[src/rtl/sdmac_fifo.sv]
// SDMAC longword FIFO: 8 x 32-bit entries, byte-lane access from the SCSI side,
// longword access from the bus side, pointer/count movement driven by external strobes.
module sdmac_fifo #(
   parameter int unsigned DEPTH_LOG2 = 3
) (
   input  logic                  CPUCLK,
   input  logic                  RESET_,
   input  logic                  FIFO_CLR,
   input  logic                  INCFIFO,
   input  logic                  DECFIFO,
   input  logic                  INCNI,
   input  logic                  INCNO,
   input  logic                  INCBO,
   input  logic                  S2F,
   input  logic                  LW_WR,
   input  logic [7:0]            SCSI_DIN,
   input  logic [31:0]           BUS_DIN,
   output logic [31:0]           BUS_DOUT,
   output logic [7:0]            SCSI_DOUT,
   output logic [1:0]            BO,
   output logic [DEPTH_LOG2-1:0] NI,
   output logic [DEPTH_LOG2-1:0] NO,
   output logic [DEPTH_LOG2:0]   FIFOCNT,
   output logic                  FIFOFULL,
   output logic                  FIFOEMPTY,
   output logic                  BOEQ3,
   output logic                  OVF,
   output logic                  UNF
);

   localparam int unsigned DEPTH = 2 ** DEPTH_LOG2;

   localparam logic [DEPTH_LOG2-1:0] PTR_ONE  = {{(DEPTH_LOG2-1){1'b0}}, 1'b1};
   localparam logic [DEPTH_LOG2:0]   CNT_ONE  = {{DEPTH_LOG2{1'b0}}, 1'b1};
   localparam logic [DEPTH_LOG2:0]   CNT_FULL = {1'b1, {DEPTH_LOG2{1'b0}}};

   logic [31:0] mem [DEPTH];

   // Big-endian lanes: BO=0 selects [31:24], so the lane base bit is (3-BO)*8 == {~BO,3'b000}.
   always_ff @(posedge CPUCLK) begin
      if (!RESET_) begin
         mem <= '{default: '0};
      end else if (!FIFO_CLR) begin
         if (LW_WR) begin
            mem[NI] <= BUS_DIN;
         end else if (S2F) begin
            mem[NI][{~BO, 3'b000} +: 8] <= SCSI_DIN;
         end
      end
   end

   always_ff @(posedge CPUCLK) begin
      if (!RESET_ || FIFO_CLR) begin
         BO      <= '0;
         NI      <= '0;
         NO      <= '0;
         FIFOCNT <= '0;
         OVF     <= 1'b0;
         UNF     <= 1'b0;
      end else begin
         if (INCBO) BO <= BO + 2'd1;
         if (INCNI) NI <= NI + PTR_ONE;
         if (INCNO) NO <= NO + PTR_ONE;
         // Simultaneous INCFIFO/DECFIFO cancel; saturation only flags misuse.
         case ({INCFIFO, DECFIFO})
            2'b10: begin
               if (FIFOFULL) OVF <= 1'b1;
               else          FIFOCNT <= FIFOCNT + CNT_ONE;
            end
            2'b01: begin
               if (FIFOEMPTY) UNF <= 1'b1;
               else           FIFOCNT <= FIFOCNT - CNT_ONE;
            end
            default: ;
         endcase
      end
   end

   assign FIFOFULL  = (FIFOCNT == CNT_FULL);
   assign FIFOEMPTY = (FIFOCNT == '0);
   assign BOEQ3     = (BO == 2'd3);
   assign BUS_DOUT  = mem[NO];
   assign SCSI_DOUT = mem[NO][{~BO, 3'b000} +: 8];

endmodule

[config.mk]
export PLATFORM = sky130hd
export DESIGN_NAME = sdmac_fifo
export DESIGN_NICKNAME = d
export VERILOG_FILES = /design/src/rtl/sdmac_fifo.sv
export SDC_FILE = /design/constraint.sdc
export NUM_CORES = 1
export LEC_CHECK = 0
export CORE_MARGIN = 10
export CORE_UTILIZATION = 41
export CTS_BUF_LIST = sky130_fd_sc_hd__clkbuf_16
export DETAILED_ROUTE_END_ITERATION = 10
export PLACE_DENSITY = 0.63
export RECOVER_POWER = 100
export SLEW_MARGIN = 10
export SYNTH_ARGS = -nofsm -noshare
export SYNTH_HDL_FRONTEND = slang
export SYNTH_SLANG_ARGS = --single-unit
[constraint.sdc]
create_clock -name CPUCLK -period 3.6 [get_ports CPUCLK]
set_input_delay 0.54 -clock CPUCLK [delete_from_list [all_inputs] [get_ports CPUCLK]]
set_output_delay 0.54 -clock CPUCLK [all_outputs]
set_load 0.05 [all_outputs]
# Word level (Yosys, flattened, before mapping)
# Cells that the tools add are included.
[word_totals]
output_inout_bits = 57
in_bits = 50
regBits = 270
[classes]
n_reduce_logical = 10
muxes = 14
order_cmp = 3
eq_ne = 6
n_addsub = 6
bitwise_logic = 4
shifts = 3
[op_table]
columns = ["op", "count"]
rows = [
  ["$bwmux W256", 2],
  ["$mux W256", 2],
  ["$demux W32 S3", 2],
  ["$mux W32", 4],
  ["$bmux W32 S3", 1],
  ["$shift A8 B7 Y32 const A", 1],
  ["$shiftx A32 B6 Y8", 1],
  ["$shiftx A8 B7 Y32", 1],
  ["$ge A4 B4 Y1 const B", 2],
  ["$mux W4", 2],
  ["$not A3 Y4", 2],
  ["$pmux W4 S2", 1],
  ["$neg A5 Y7", 1],
  ["$add A3 B1 Y3 const B", 2],
  ["$reduce_and A2 Y1", 3],
  ["$add A4 B1 Y4 const B", 1],
  ["$eq A2 B2 Y1 const B", 2],
  ["$eq A4 B4 Y1 const B", 1],
  ["$logic_not A4 Y1", 1],
  ["$lt A4 B1 Y1 const B", 1],
  ["$ne A2 B2 Y1 const B", 2],
  ["$reduce_bool A2 Y1", 2],
  ["$sub A4 B1 Y4 const B", 1],
  ["$reduce_and A3 Y1", 1],
  ["other kinds (7)", 7],
]

# Longest topological paths before layout
# Gate-level depths: netlist of run 1.
[logic_depth]
ltp_word = 8
depth_mapped = 8
ltp_nobuf = 7

# Worst setup path after synthesis of run 1
# Ideal clock, no wire load.
[synth_timing]
kind = "register to register"
start = "register FIFOCNT[3]"
end = "register FIFOCNT[0]"
path_slack_ns = 0.195
synth_period_minus_slack_ns = 3.405
path_stages_with_launch = 5
t_arrival_ns = 3.277
setup_time_ns = 0.128
t_required_ns = 3.472
path_cell_list = "dfxtp_1 -> nor4b_1 -> o22ai_1 -> xnor2_1 -> nor2_1"
[synth_between]
elab_chain_len = 3
elab_cells_between_ends = 5
cone_classes = "eq/ne: 3; reduce/logical: 2"
[synth_lines]
columns = ["element", "line", "rtl"]
rows = [
  ["start, declared", "23", "output logic [DEPTH_LOG2:0] FIFOCNT,"],
  ["start signal, assigned", "68", "else FIFOCNT <= FIFOCNT + CNT_ONE;"],
  ["start signal, assigned", "72", "else FIFOCNT <= FIFOCNT - CNT_ONE;"],
  ["$eq A4 B4 Y1", "79", "assign FIFOFULL = (FIFOCNT == CNT_FULL);"],
  ["via FIFOFULL", "24", "output logic FIFOFULL,"],
  ["$ne A2 B2 Y1 (no source line)", "-", ""],
  ["$reduce_and A3 Y1 (no source line)", "-", ""],
]
# The timed path passes the listed nets, and every way through them passes these cells.
# A chain may end at the register's enable or synchronous reset.

# Worst setup path after layout of run 1
[layout_timing]
start = "register NO[1]"
end = "output port BUS_DOUT[0]"
[layout_between]
elab_chain_len = 4
[layout_lines]
columns = ["element", "line", "rtl"]
rows = [
  ["start, declared", "22", "output logic [DEPTH_LOG2-1:0] NO,"],
  ["start signal, assigned", "63", "if (INCNO) NO <= NO + PTR_ONE;"],
  ["$not A3 Y4 (not written as such)", "82", "assign BUS_DOUT = mem[NO];"],
  ["$bmux W32 S3", "82", ""],
  ["$mux W32 (not written as such) (2 in a row)", "82", ""],
  ["end, declared", "18", "output logic [31:0] BUS_DOUT,"],
]
# No other way between the ends. The select of a mux whose other input is x is not followed.

==> results of run 1 <==
[worst max-delay path: cells and delay by family, from the launching register on]
family   cells  cell delay [ps]
flops        1              600
mux          2              860
buf+inv      2              970
[power groups by stage]
stage               Sequential [W]  Combinational (W)  Clock [W]
CTS                        0.00306           0.000847    0.00305
detailed placement         0.00312           0.000843          0
floorplan                  0.00313           0.000545          0
global route               0.00306           0.000864    0.00316
finish                     0.00306           0.000824    0.00301
global placement           0.00312           0.000841          0
[worst max path at each step]
stage	start	endpoint	slack (ps)
2_1_floorplan	FIFOCNT[3]$_SDFFE_PP0P_	FIFOCNT[0]$_SDFFE_PP0P_	190
3_3_place_gp	FIFO_CLR	mem[144]$_SDFFE_PN0P_	540
3_5_place_dp	FIFO_CLR	mem[130]$_SDFFE_PN0P_	480
4_1_cts	NO[1]$_SDFFE_PP0P_	BUS_DOUT[26]	5
5_1_grt	NO[1]$_SDFFE_PP0P_	BUS_DOUT[0]	10
6_report	NO[1]$_SDFFE_PP0P_	BUS_DOUT[0]	70
[through the flow]
stage               total power (W)  cells
global route                0.00708   1678
global placement            0.00396   1623
CTS                         0.00695   1678
detailed placement          0.00397   1623
floorplan                   0.00367   1201
finish                      0.00689   1678
[sequential cells by signal (all words and copies together) (netlist names)]
signal	flops
BO	2
FIFOCNT	4
NI	3
NO	3
OVF	1
UNF	1
mem	256
[per-layer routing]
layer / wire length [um] / vias to the layer above
li1: - / 4657
met1: 16600 / 5103
met2: 18100 / 348
met3: 2720 / 78
met4: 1250 / 2
met5: 61 / -
[layout by cell type, fill, tap and decap left out, drive strengths merged, types with 18 or more instances in the layout]
cell type and count:
buf 27, clkdlybuf4s50 59, o211a 243, clkbuf 40
nand2 266, mux4 64, nor2 26, dlygate4sd3 29
dfxtp 270, a22oi 18, mux2 32, nor4 33
[repair_timing]
| item | in CTS | in global routing |
|---|---|---|
| pin swaps | 0 | 0 |
| resized for setup | 1 | 7 |
| setup endpoints to repair | 1 | 7 |
| setup buffers | 0 | 0 |
[synth_stat cells (3+ instances only)]
cell type  number
nand4_1         4
and3b_1         3
nand2_1       265
xnor2_1         5
o22ai_1        17
buf_4          20
nor2b_1         9
clkbuf_1       41
inv_1           5
o211ai_1        4
and2_1          8
nand2b_1        7
dfxtp_1       270
ha_1            8
o21ai_1         8
a32oi_1         5
o211a_1       243
mux4_2         64
mux2i_1         6
buf_2          24
a31oi_1        11
buf_6          17
a41oi_1         6
nor2_4          5
nor4_4         32
mux2_2         27
a21oi_1         9
o31a_1          6
nor2_1         21
a22oi_1        18
o21ai_0         6
mux2_1          5
[cells by family (layout without fill, tap and decap cells)]
kind of cell	after synthesis	count (layout)	share of synthesized area
buf+inv	110	185	0.0499
flops	270	270	0.407
xor+xnor	7	7	0.00462
fa+ha+maj	8	8	0.00754
compound gates	336	336	0.231
simple gates	368	368	0.160
mux	102	102	0.140
[layout make-up]
type	count	area, um2	area share
multi-input cells	821	7070	0.465
clock buffers	31	776	0.0510
repair buffers	125	1240	0.0817
well taps	402	503	0.0331
clock inverters	24	178	0.0117
inverters	5	18.8	0.00123
flip-flops and latches	270	5410	0.356
==> flow_summary.json, run 1 <==
{
  "status": "finished, violations left",
  "violations": "max-capacitance violations, max-slew violations",
  "areaGrowthSynthToFinish_pct": 14.5,
  "holdPathEnd": "mem[159]$_SDFFE_PN0P_",
  "cts_root_buf": "clkbuf_16",
  "first_global_vias": 9770,
  "clock_skew_ps": 11.2,
  "fp.dieH_um": 200,
  "grt_max_degree": 127,
  "core_um2": 31700,
  "io_pins": 107,
  "wire_per_inst_um": 23.1,
  "dieArea_um2": 40000,
  "hold_depth": 2,
  "clk-insertion-delay-late_ps": 560,
  "fin_crit_sh": 0.980,
  "grt_remaining_overflow": 0,
  "worst_pin_slew_ps": 1800,
  "worstSetupPathType": "flop to primary output",
  "synth_area_leaders": "dfxtp_1 41%, o211a_1 18%, mux4_2 11%",
  "hold_viol_final": 0,
  "yosysWarnings": 0,
  "holdWs_ps": 443,
  "grt.total_usage": 0.191,
  "antenna_found_initial": 0,
  "place_ws_ps": 481,
  "pwr_density_cell_nw_per_um2": 453,
  "htree_num_levels": 1,
  "switching_power_w": 0.00183,
  "arrival_ps": 2990,
  "maxSlewViolCount": 204,
  "synth-seq-cells": 270,
  "drv_cap": 12,
  "port_buffers": 106,
  "max_freq_mhz": 283,
  "fin_setup_tns_ps": 0,
  "syn-cell-area_um2": 13300,
  "avgSynthCellArea_um2": 11.1,
  "rows": 65,
  "clk_pin_slew_ps": 60,
  "seq_area_frac_synth": 0.407,
  "p_leak_nw": 8.10,
  "max_slew_margin": -0.213,
  "cts_tree": "yes",
  "synth-main-ff-cell": "dfxtp_1",
  "diodes": 0,
  "final_area_um2": 15200,
  "min-delay-start": "RESET_",
  "nFillCells": 2965,
  "cp_max_fo": 18,
  "crit_path_max_incr_delay_ps": 740,
  "dieWidth_um": 200,
  "rsz0062_at_grt": "false",
  "first_pass_iters": 6,
  "drtAntennaViolNets": 0,
  "met3_usage": 0.0383,
  "vias": 10200,
  "placed_cell_area_um2": 14400,
  "initial_core_util": 0.418,
  "ff2ff_path_depth": 5,
  "gr-usage-met2": 0.309,
  "hold_buffers": 0,
  "met1_usage": 0.249,
  "top_usage_layer": "met2",
  "p_int_w": 0.00506,
  "crit_chain": "buf_12, mux4_2, mux2_2, clkdlybuf4s50_1",
  "synthesis.nets": 1259,
  "yosysTopAreaCellShare": 0.407,
  "cts_buffers": 31,
  "cts.sinks": 270,
  "critPathCaptureType": "primary output",
  "synth_top_area_cell": "dfxtp_1",
  "hpwl_um": 26200,
  "swShare": 0.266,
  "cts.path.max_buffers": 3,
  "nNetsFinal": 1312,
  "hp-class": "input port to flop",
  "first_iter_violations": 833,
  "period_needed_ps": 3530,
  "peakVddDrop_mv": 0.479,
  "timing.rr.start": "BO[0]$_SDFFE_PP0P_",
  "setup_viol": 0,
  "async_flop_share": 0,
  "drive_above_1_share": 0.157,
  "crit_required_ps": 3060,
  "worst_path_max_delay_cell": "clkdlybuf4s50_1",
  "synth_cell_types": 47,
  "synth_edf_count": 0,
  "fin_util": 0.479,
  "wl_um": 38700,
  "synthCells": 1201,
  "rrSetupSlack_ps": 530,
  "grt_pass1_wl_um": 59200,
  "cp-start-kind": "flop",
  "place.gp.congestion": 0.800,
  "pwr-share-clk": 0.436,
  "drcViolationCount": 0,
  "finalWorstSetupSlack_ps": 71.1,
  "combinationalPowerShare": 0.120,
  "worstReg2RegEnd": "mem[117]$_SDFFE_PN0P_",
  "p_seq_frac": 0.444,
  "viasPerCell": 6.07
}
(Power assumes the default switching activity.)
==> run 2: changes to the inputs <==
--- a/config.mk
+++ b/config.mk
@@ -9,6 +9,7 @@
 export CORE_UTILIZATION = 41
 export CTS_BUF_LIST = sky130_fd_sc_hd__clkbuf_16
 export DETAILED_ROUTE_END_ITERATION = 10
+export HOLD_SLACK_MARGIN = 0.12
 export PLACE_DENSITY = 0.63
 export RECOVER_POWER = 100
 export SLEW_MARGIN = 10
==> results of run 2 <==
No change in the layout: final DEF, timing and power equal those of run 1.
